**src/rtl/sound_sequencer.sv**
```systemverilog
// Melody sequencer: walks a synchronous ROM of {key, duration} words, timing notes and gaps on tick.
// Optional KEY_PREEMPT_EN: a held live key overrides note_code and pauses the melody count.
module sound_sequencer #(
    parameter int ADDR_W    = 8,
    parameter int GAP_TICKS = 1
) (
    input  logic              clk,
    input  logic              rst,
    input  logic              start,
    input  logic              stop,
    input  logic [ADDR_W-1:0] song_base,
    input  logic              tick,
    output logic [ADDR_W-1:0] rom_addr,
    input  logic [15:0]       rom_data,
    input  logic              key_valid,
    input  logic [7:0]        key_code,
    output logic [7:0]        note_code,
    output logic              busy,
    output logic              done
);
    typedef enum logic [2:0] {IDLE, FETCH, LOAD, PLAY, GAP} state_t;

    localparam logic [7:0] GAP_CNT = 8'(GAP_TICKS);

    state_t            state_q;
    logic [ADDR_W-1:0] addr_q;
    logic [ADDR_W-1:0] addr_inc_d;
    logic [7:0]        cnt_q;
    logic [7:0]        note_q;
    logic              done_q;
    logic              tick_d;
    logic [7:0]        dur_d;

    assign dur_d      = rom_data[7:0];
    assign addr_inc_d = addr_q + 1'b1;

`ifdef KEY_PREEMPT_EN
    logic       kv_q;
    logic [7:0] kc_q;

    always_ff @(posedge clk or posedge rst) begin
        if (rst) begin
            kv_q <= 1'b0;
            kc_q <= '0;
        end else begin
            kv_q <= key_valid;
            kc_q <= key_code;
        end
    end

    // Melody keeps its own note in note_q so it can be restored when the key drops.
    assign tick_d    = tick & ~key_valid;
    assign note_code = kv_q ? kc_q : note_q;
`else
    logic unused_keys;
    assign unused_keys = ^{key_valid, key_code};
    assign tick_d      = tick;
    assign note_code   = note_q;
`endif

    assign rom_addr = addr_q;
    assign busy     = (state_q != IDLE);
    assign done     = done_q;

    always_ff @(posedge clk or posedge rst) begin
        if (rst) begin
            state_q <= IDLE;
            addr_q  <= '0;
            cnt_q   <= '0;
            note_q  <= '0;
            done_q  <= 1'b0;
        end else begin
            done_q <= 1'b0;
            if (stop) begin
                state_q <= IDLE;
                note_q  <= '0;
                cnt_q   <= '0;
            end else if (start) begin
                state_q <= FETCH;
                addr_q  <= song_base;
                note_q  <= '0;
                cnt_q   <= '0;
            end else begin
                case (state_q)
                    FETCH: state_q <= LOAD;
                    LOAD: begin
                        if (dur_d == 8'd0) begin
                            note_q  <= '0;
                            done_q  <= 1'b1;
                            state_q <= IDLE;
                        end else begin
                            note_q  <= rom_data[15:8];
                            cnt_q   <= dur_d;
                            state_q <= PLAY;
                        end
                    end
                    PLAY: begin
                        if (tick_d) begin
                            if (cnt_q == 8'd1) begin
                                if (GAP_TICKS > 0) begin
                                    note_q  <= '0;
                                    cnt_q   <= GAP_CNT;
                                    state_q <= GAP;
                                end else begin
                                    // Legato: the note keeps sounding through FETCH/LOAD.
                                    cnt_q   <= '0;
                                    addr_q  <= addr_inc_d;
                                    state_q <= FETCH;
                                end
                            end else begin
                                cnt_q <= cnt_q - 8'd1;
                            end
                        end
                    end
                    GAP: begin
                        if (tick_d) begin
                            if (cnt_q == 8'd1) begin
                                cnt_q   <= '0;
                                addr_q  <= addr_inc_d;
                                state_q <= FETCH;
                            end else begin
                                cnt_q <= cnt_q - 8'd1;
                            end
                        end
                    end
                    default: ;
                endcase
            end
        end
    end
endmodule
```
**config.mk**
```make
export PLATFORM = sky130hd
export DESIGN_NAME = sound_sequencer
export DESIGN_NICKNAME = d
export VERILOG_FILES = /design/src/rtl/sound_sequencer.sv
export SDC_FILE = /design/constraint.sdc
export NUM_CORES = 1
export LEC_CHECK = 0
export ABC_AREA = 1
export CAP_MARGIN = 25
export CORE_ASPECT_RATIO = 1.75
export CORE_UTILIZATION = 47
export DETAILED_ROUTE_END_ITERATION = 16
export PLACE_DENSITY = 0.86
export SETUP_SLACK_MARGIN = 0.05
export SLEW_MARGIN = 25
export SYNTH_ARGS = -nofsm -noshare
export SYNTH_HDL_FRONTEND = slang
export SYNTH_SLANG_ARGS = --single-unit
```
**constraint.sdc**
```tcl
create_clock -name clk -period 1.5 [get_ports clk]
set_input_delay 0.45 -clock clk [delete_from_list [all_inputs] [get_ports clk]]
set_output_delay 0.45 -clock clk [all_outputs]
set_load 0.005 [all_outputs]
```
# Word level (Yosys, flattened, before mapping)
# Cells that the tools add are included.
[op_classes] bitwise=1 muxes=30 eq_ne=10 magnitude_cmp=0 shifts=0 n_reduce_logical=12 mul=0 div_mod_pow=0 n_addsub=2
[ops] operator="two-way mux 8 bit" count=16
[ops] operator="one-hot mux 8 bit (3 select lines)" count=1
[ops] operator="!= test 4 bit, second input constant" count=5
[ops] operator="two-way mux 3 bit" count=6
[ops] operator="one-hot mux 8 bit (2 select lines)" count=1
[ops] operator="one-hot mux 3 bit (4 select lines)" count=1
[ops] operator="adder 8 x 1 -> 8 bit, second input constant" count=1
[ops] operator="== test 8 x 1 -> 1 bit, second input constant" count=1
[ops] operator="zero test 8 bit" count=1
[ops] operator="AND reduction 4 bit" count=2
[ops] operator="subtractor 8 x 1 -> 8 bit, second input constant" count=1
[ops] operator="== test 3 x 2 -> 1 bit, second input constant" count=2
[ops] operator="nonzero test 2 bit" count=3
[ops] operator="nonzero test 6 bit" count=1
[ops] operator="AND reduction 5 bit" count=1
[ops] operator="nonzero test 5 bit" count=1
[ops] operator="two-way mux 1 bit" count=4
[ops] operator="nonzero test 4 bit" count=1
[ops] operator="== test 3 x 1 -> 1 bit, second input constant" count=1
[ops] operator="== test 3 bit, second input constant" count=1
[ops] operator="AND reduction 3 bit" count=1
[ops] operator="nonzero test 3 bit" count=1
[ops] operator="two-way mux 2 bit" count=1
[ops] operator="NOT 1 bit" count=1
[totals] register_bits=28 n_memories=0 inputBits=38 out_inout_bits=18 mem_bits_ro=0 ram_bits=0 wordCells=60 latch_bits=0

# Logic depth before layout (Yosys ltp)
[logic_depth] ltp_word=6 ltp_mapped=10 mapped_depth_nobuf=9

# Least setup slack after synthesis
# No wires, ideal clock.
[synth_timing] path_type="register -> register" startpoint="register cnt_q[1]" endpoint="register addr_q[4], in the netlist rom_addr[4]" required_ns=1.374 path_stages_with_launch=9 synth_period_minus_slack_ns=1.375 arrival_time_ns=1.248 path_slack_ns=0.125 setup_ns=0.126 n_path_buf=1 path_cell_list="dfrtp_1 inv_1 ha_1 nand2_1 nor2_1 nand3_1 a21oi_1 buf_2 o21ai_0"
[synth_via] elab_chain_cells=3
[synth_lines] element="from (decl)" line="28" text="logic [7:0] cnt_q;"
[synth_lines] element="from (signal assigned)" line="93" text="cnt_q <= dur_d;"
[synth_lines] element="from (signal assigned)" line="111" text="cnt_q <= cnt_q - 8'd1;"
[synth_lines] element="from (signal assigned)" line="122" text="cnt_q <= cnt_q - 8'd1;"
[synth_lines] element="== test 8 x 1 -> 1 bit" line="99, 117"
[synth_lines] element="nonzero test 2 bit (no line)"
[synth_lines] element="AND reduction 4 bit (no line)"
[synth_lines] element="to (signal assigned)" line="80" text="addr_q <= song_base;"
[synth_lines] element="to (signal assigned)" line="107" text="addr_q <= addr_inc_d;"
[synth_lines] element="to (signal assigned)" line="119" text="addr_q <= addr_inc_d;"
[synth_lines] element="to (decl)" line="26" text="logic [ADDR_W-1:0] addr_q;"
# Every way passes these cells.
# A chain may end at the register's enable or synchronous reset.

# Worst setup path after layout
[layout_timing] startpoint="input stop" endpoint="register state_q[0]"
[layout_via] elab_chain_cells=2 word_cells_on_any_way=7 classes_between="eq/ne (4); mux (1); reduce/logical (2)"
[layout_lines] element="from (decl)" line="10" text="input logic stop,"
[layout_lines] element="!= test 4 bit (no line) or nonzero test 6 bit (tied branches)"
[layout_lines] element="AND reduction 5 bit (no line)"
[layout_lines] element="to (signal assigned)" line="67" text="state_q <= IDLE;"
[layout_lines] element="to (signal assigned)" line="75" text="state_q <= IDLE;"
[layout_lines] element="to (signal assigned)" line="79" text="state_q <= FETCH;"
[layout_lines] element="to (decl)" line="25" text="state_t state_q;"
# Parallel ways exist; a longest one is shown, timed or not.

==> results.sh <==
export IMPL_die_w_um=49.42
export IMPL_top_usage_layer="met2"
export IMPL_firstDrtPassIters=5
export IMPL_cts_root_buf="clkbuf_8"
export IMPL_grt_overflow_total=0
export IMPL_vias=2186
export IMPL_antenna_found_initial=0
export IMPL_grtUsageMet2_pct=55.42
export IMPL_crit_arrival_ns=1.64
export IMPL_synth_warning_count=0
export IMPL_die_y_um=84.98
export IMPL_cts_sinks=28
export IMPL_nNetsFinal=405
export IMPL_totalPowerFinal_mw=2.485
export IMPL_syn_mean_instance_area_um2=6.749
export IMPL_fin_worst_hold_slack_ns=0.4886
export IMPL_tightest_slew_ns=0.2643
export IMPL_grt_pass1_wl_um=9232
export IMPL_grt_use_total_pct=28.57
export IMPL_setup_tns_ns=0
export IMPL_ys_seq_area_share_pct=37.89
export IMPL_portBuffers=46
export IMPL_slew_viol_final=0
export IMPL_path_max_fanout=6
export IMPL_netlist_instances=274
export IMPL_final_cell_mix="nand2_1, buf_4, dfrtp_1, dlygate4sd2_1, clkdlybuf4s50_1"
export IMPL_drt_total_wl_um=6144
export IMPL_required_ns=1.67
export IMPL_die_area_mm2=0.004199
export IMPL_wl_per_cell_um=15.02
export IMPL_muxShareOfSynthArea_pct=0
export IMPL_rrSetupSlack_ns=0.04
export IMPL_finalCriticalPeriod_ns=1.472
export IMPL_ys_ff_latch=28
export IMPL_grt_pass1_vias=2199
export IMPL_synth_fa_ha_area_share_pct=2.030
export IMPL_synth_cell_types=27
export IMPL_final_layout_size_suffix_gt1_share_pct=27.82
export IMPL_worstSetupPathType="in2reg"
export IMPL_n_antenna_cell=0
export IMPL_syn2layout_area_growth_pct=56.90
export IMPL_min_period_over_period_pct=98.11
export IMPL_final_common_cell="nand2_1"
export IMPL_grtUsageMet1_pct=26.84
export IMPL_num_rows=29
export IMPL_fin_skew_ns=0.006143
export IMPL_clock_fmax_mhz=679.5
export IMPL_status="finished, final reports clean"
export IMPL_clkLatencyLatePin_ns=0.28
export IMPL_synth_xor_area_share_pct=1.894
export IMPL_finalSetupViolCount=0
export IMPL_start_kind="primary input"
export IMPL_grt_max_degree=29
export IMPL_drv_cap=0
export IMPL_core_mm2=0.003701
export IMPL_synth_fp_nets=315
export IMPL_fin_area_mm2=0.002902
export IMPL_cts_tree="built"
export IMPL_htreeDepth=1
export IMPL_end_kind="flip-flop"
export IMPL_drc_errors=0
export IMPL_power_per_cell_area_mw_per_mm2=856.5
export IMPL_ant_nets=0
export IMPL_relSlewSlack_pct=82.19
export IMPL_hold_path_class="in2async"
export IMPL_cts_made_buffers=3
export IMPL_synth_top_family_by_area="simple AND/OR/NAND/NOR gates"
export IMPL_clk_pin_slew_worst_paths_ns=0.10
export IMPL_hpwl_um=3807
export IMPL_cellLeakagePower_nw=1.507
export IMPL_cts_hold_buffers_added=0
export IMPL_cts_max_path_buffers=2
export IMPL_gp_congestion=0.9302
export IMPL_io_pins=56
export IMPL_dp_slack_ns=-0.4205
export IMPL_place_area_mm2=0.002582
export IMPL_rsz0062_at_grt="true"
export IMPL_setup_slack_ns=0.02838
export IMPL_synth_compound_area_share_pct=8.051
export IMPL_via_per_inst=5.345
export IMPL_drt_iter0_drc=80
export IMPL_met3_usage_pct=2.867
export IMPL_start_util_pct=49.97
export IMPL_hold_viol=0
export IMPL_synth_simple_area_share_pct=43.37
export IMPL_synth_area_mm2=0.001849
export IMPL_ir_worst_vdd_mv=0.9631
## cells in the mapped netlist
| library cell | instances | area, um^2 |
|---|---|---|
| inv_2 | 5 | 18.77 |
| inv_1 | 19 | 71.32 |
| o21bai_1 | 1 | 7.510 |
| clkbuf_1 | 1 | 3.750 |
| o21ai_1 | 3 | 15.01 |
| inv_4 | 1 | 6.260 |
| ha_1 | 3 | 37.54 |
| inv_6 | 1 | 8.760 |
| nor2_4 | 3 | 33.78 |
| nor2_2 | 4 | 25.02 |
| nand3_1 | 23 | 115.1 |
| nand2_1 | 123 | 461.7 |
| nand3_4 | 1 | 17.52 |
| nand2_2 | 4 | 25.02 |
| nand2_4 | 1 | 11.26 |
| o21ai_0 | 20 | 100.1 |
| a21oi_1 | 2 | 10.01 |
| xor2_1 | 2 | 17.52 |
| nor2_1 | 18 | 67.56 |
| buf_2 | 1 | 5.000 |
| nand4_1 | 2 | 12.51 |
| buf_6 | 1 | 11.26 |
| xnor2_1 | 2 | 17.52 |
| nand3_2 | 2 | 20.02 |
| dfrtp_1 | 28 | 700.7 |
| o21ai_4 | 1 | 16.27 |
| and2_1 | 2 | 12.51 |
## report_power, final
| part | total (mW) | switching [mW] | leakage, nW | internal (mW) |
|---|---|---|---|---|
| clock | 0.601 | 0.243 | 0.0357 | 0.358 |
| sequential | 0.904 | 0.0641 | 0.367 | 0.840 |
| combinational | 0.980 | 0.528 | 1.10 | 0.452 |
## stage by stage
stage / cells / utilization [%]
finish: 409 / 78.40
global route: 409 / 78.40
CTS: 406 / 74.58
detailed placement: 391 / 69.78
global placement: 391 / 69.78
floorplan: 274 / -
## sequential cells by signal (all words and copies together), names as in the netlist
signal,flops
cnt_q,8
done,1
note_code,8
rom_addr,8
state_q,3
## layout make-up
| cell class | count | area (um^2) |
|---|---|---|
| inverters | 26 | 105.1 |
| well taps | 46 | 57.56 |
| flip-flops and latches | 28 | 703.2 |
| repair buffers | 87 | 760.7 |
| fillers | 238 | 799.5 |
| clock buffers | 3 | 41.29 |
| clock inverters | 1 | 30.03 |
| multi-input cells | 218 | 1204 |
## per-layer routing
metal | share of wire, % | vias to the layer above
li1 | - | 1039
met1 | 35 | 1030
met2 | 56 | 89
met3 | 3.4 | 28
met4 | 5.0 | 0
met5 | 0 | -
## path summary, 6_finish.rpt
path | from | endpoint | cells after the start
max | stop | state_q[0] | 9
min | rst | note_code[0] | 3
max reg2reg | state_q[2] | note_code[6] | 9
min reg2reg | note_code[4] | note_code[4] | 2
max in group asynchronous | rst | cnt_q[3] | 3
min in group clk | note_code[4] | note_code[4] | 2
## what timing repair did
item,CTS,global route
setup buffers,10,3
setup endpoints to repair,45,28
pin swaps,14,14
resized for setup,51,39
gates cloned,1,0
## worst max-delay path, cell delays in order
cell           delay (ns)
dlygate4sd2_1        0.28
nor2_4               0.22
inv_6                0.09
nor2_2               0.10
nand2_2              0.09
nand2_1              0.07
nand2_1              0.11
nand3_1              0.15
nand2_1              0.08
## kinds of logic after synthesis
kind of cell,Yosys count
and+or+nand+nor,183
buffers and inverters,29
DFF,28
AOI/OAI and AO/OA,27
xor gates and xnor gates,4
adders and majority gates,3
Note: power is estimated with default switching activity, not from simulation.
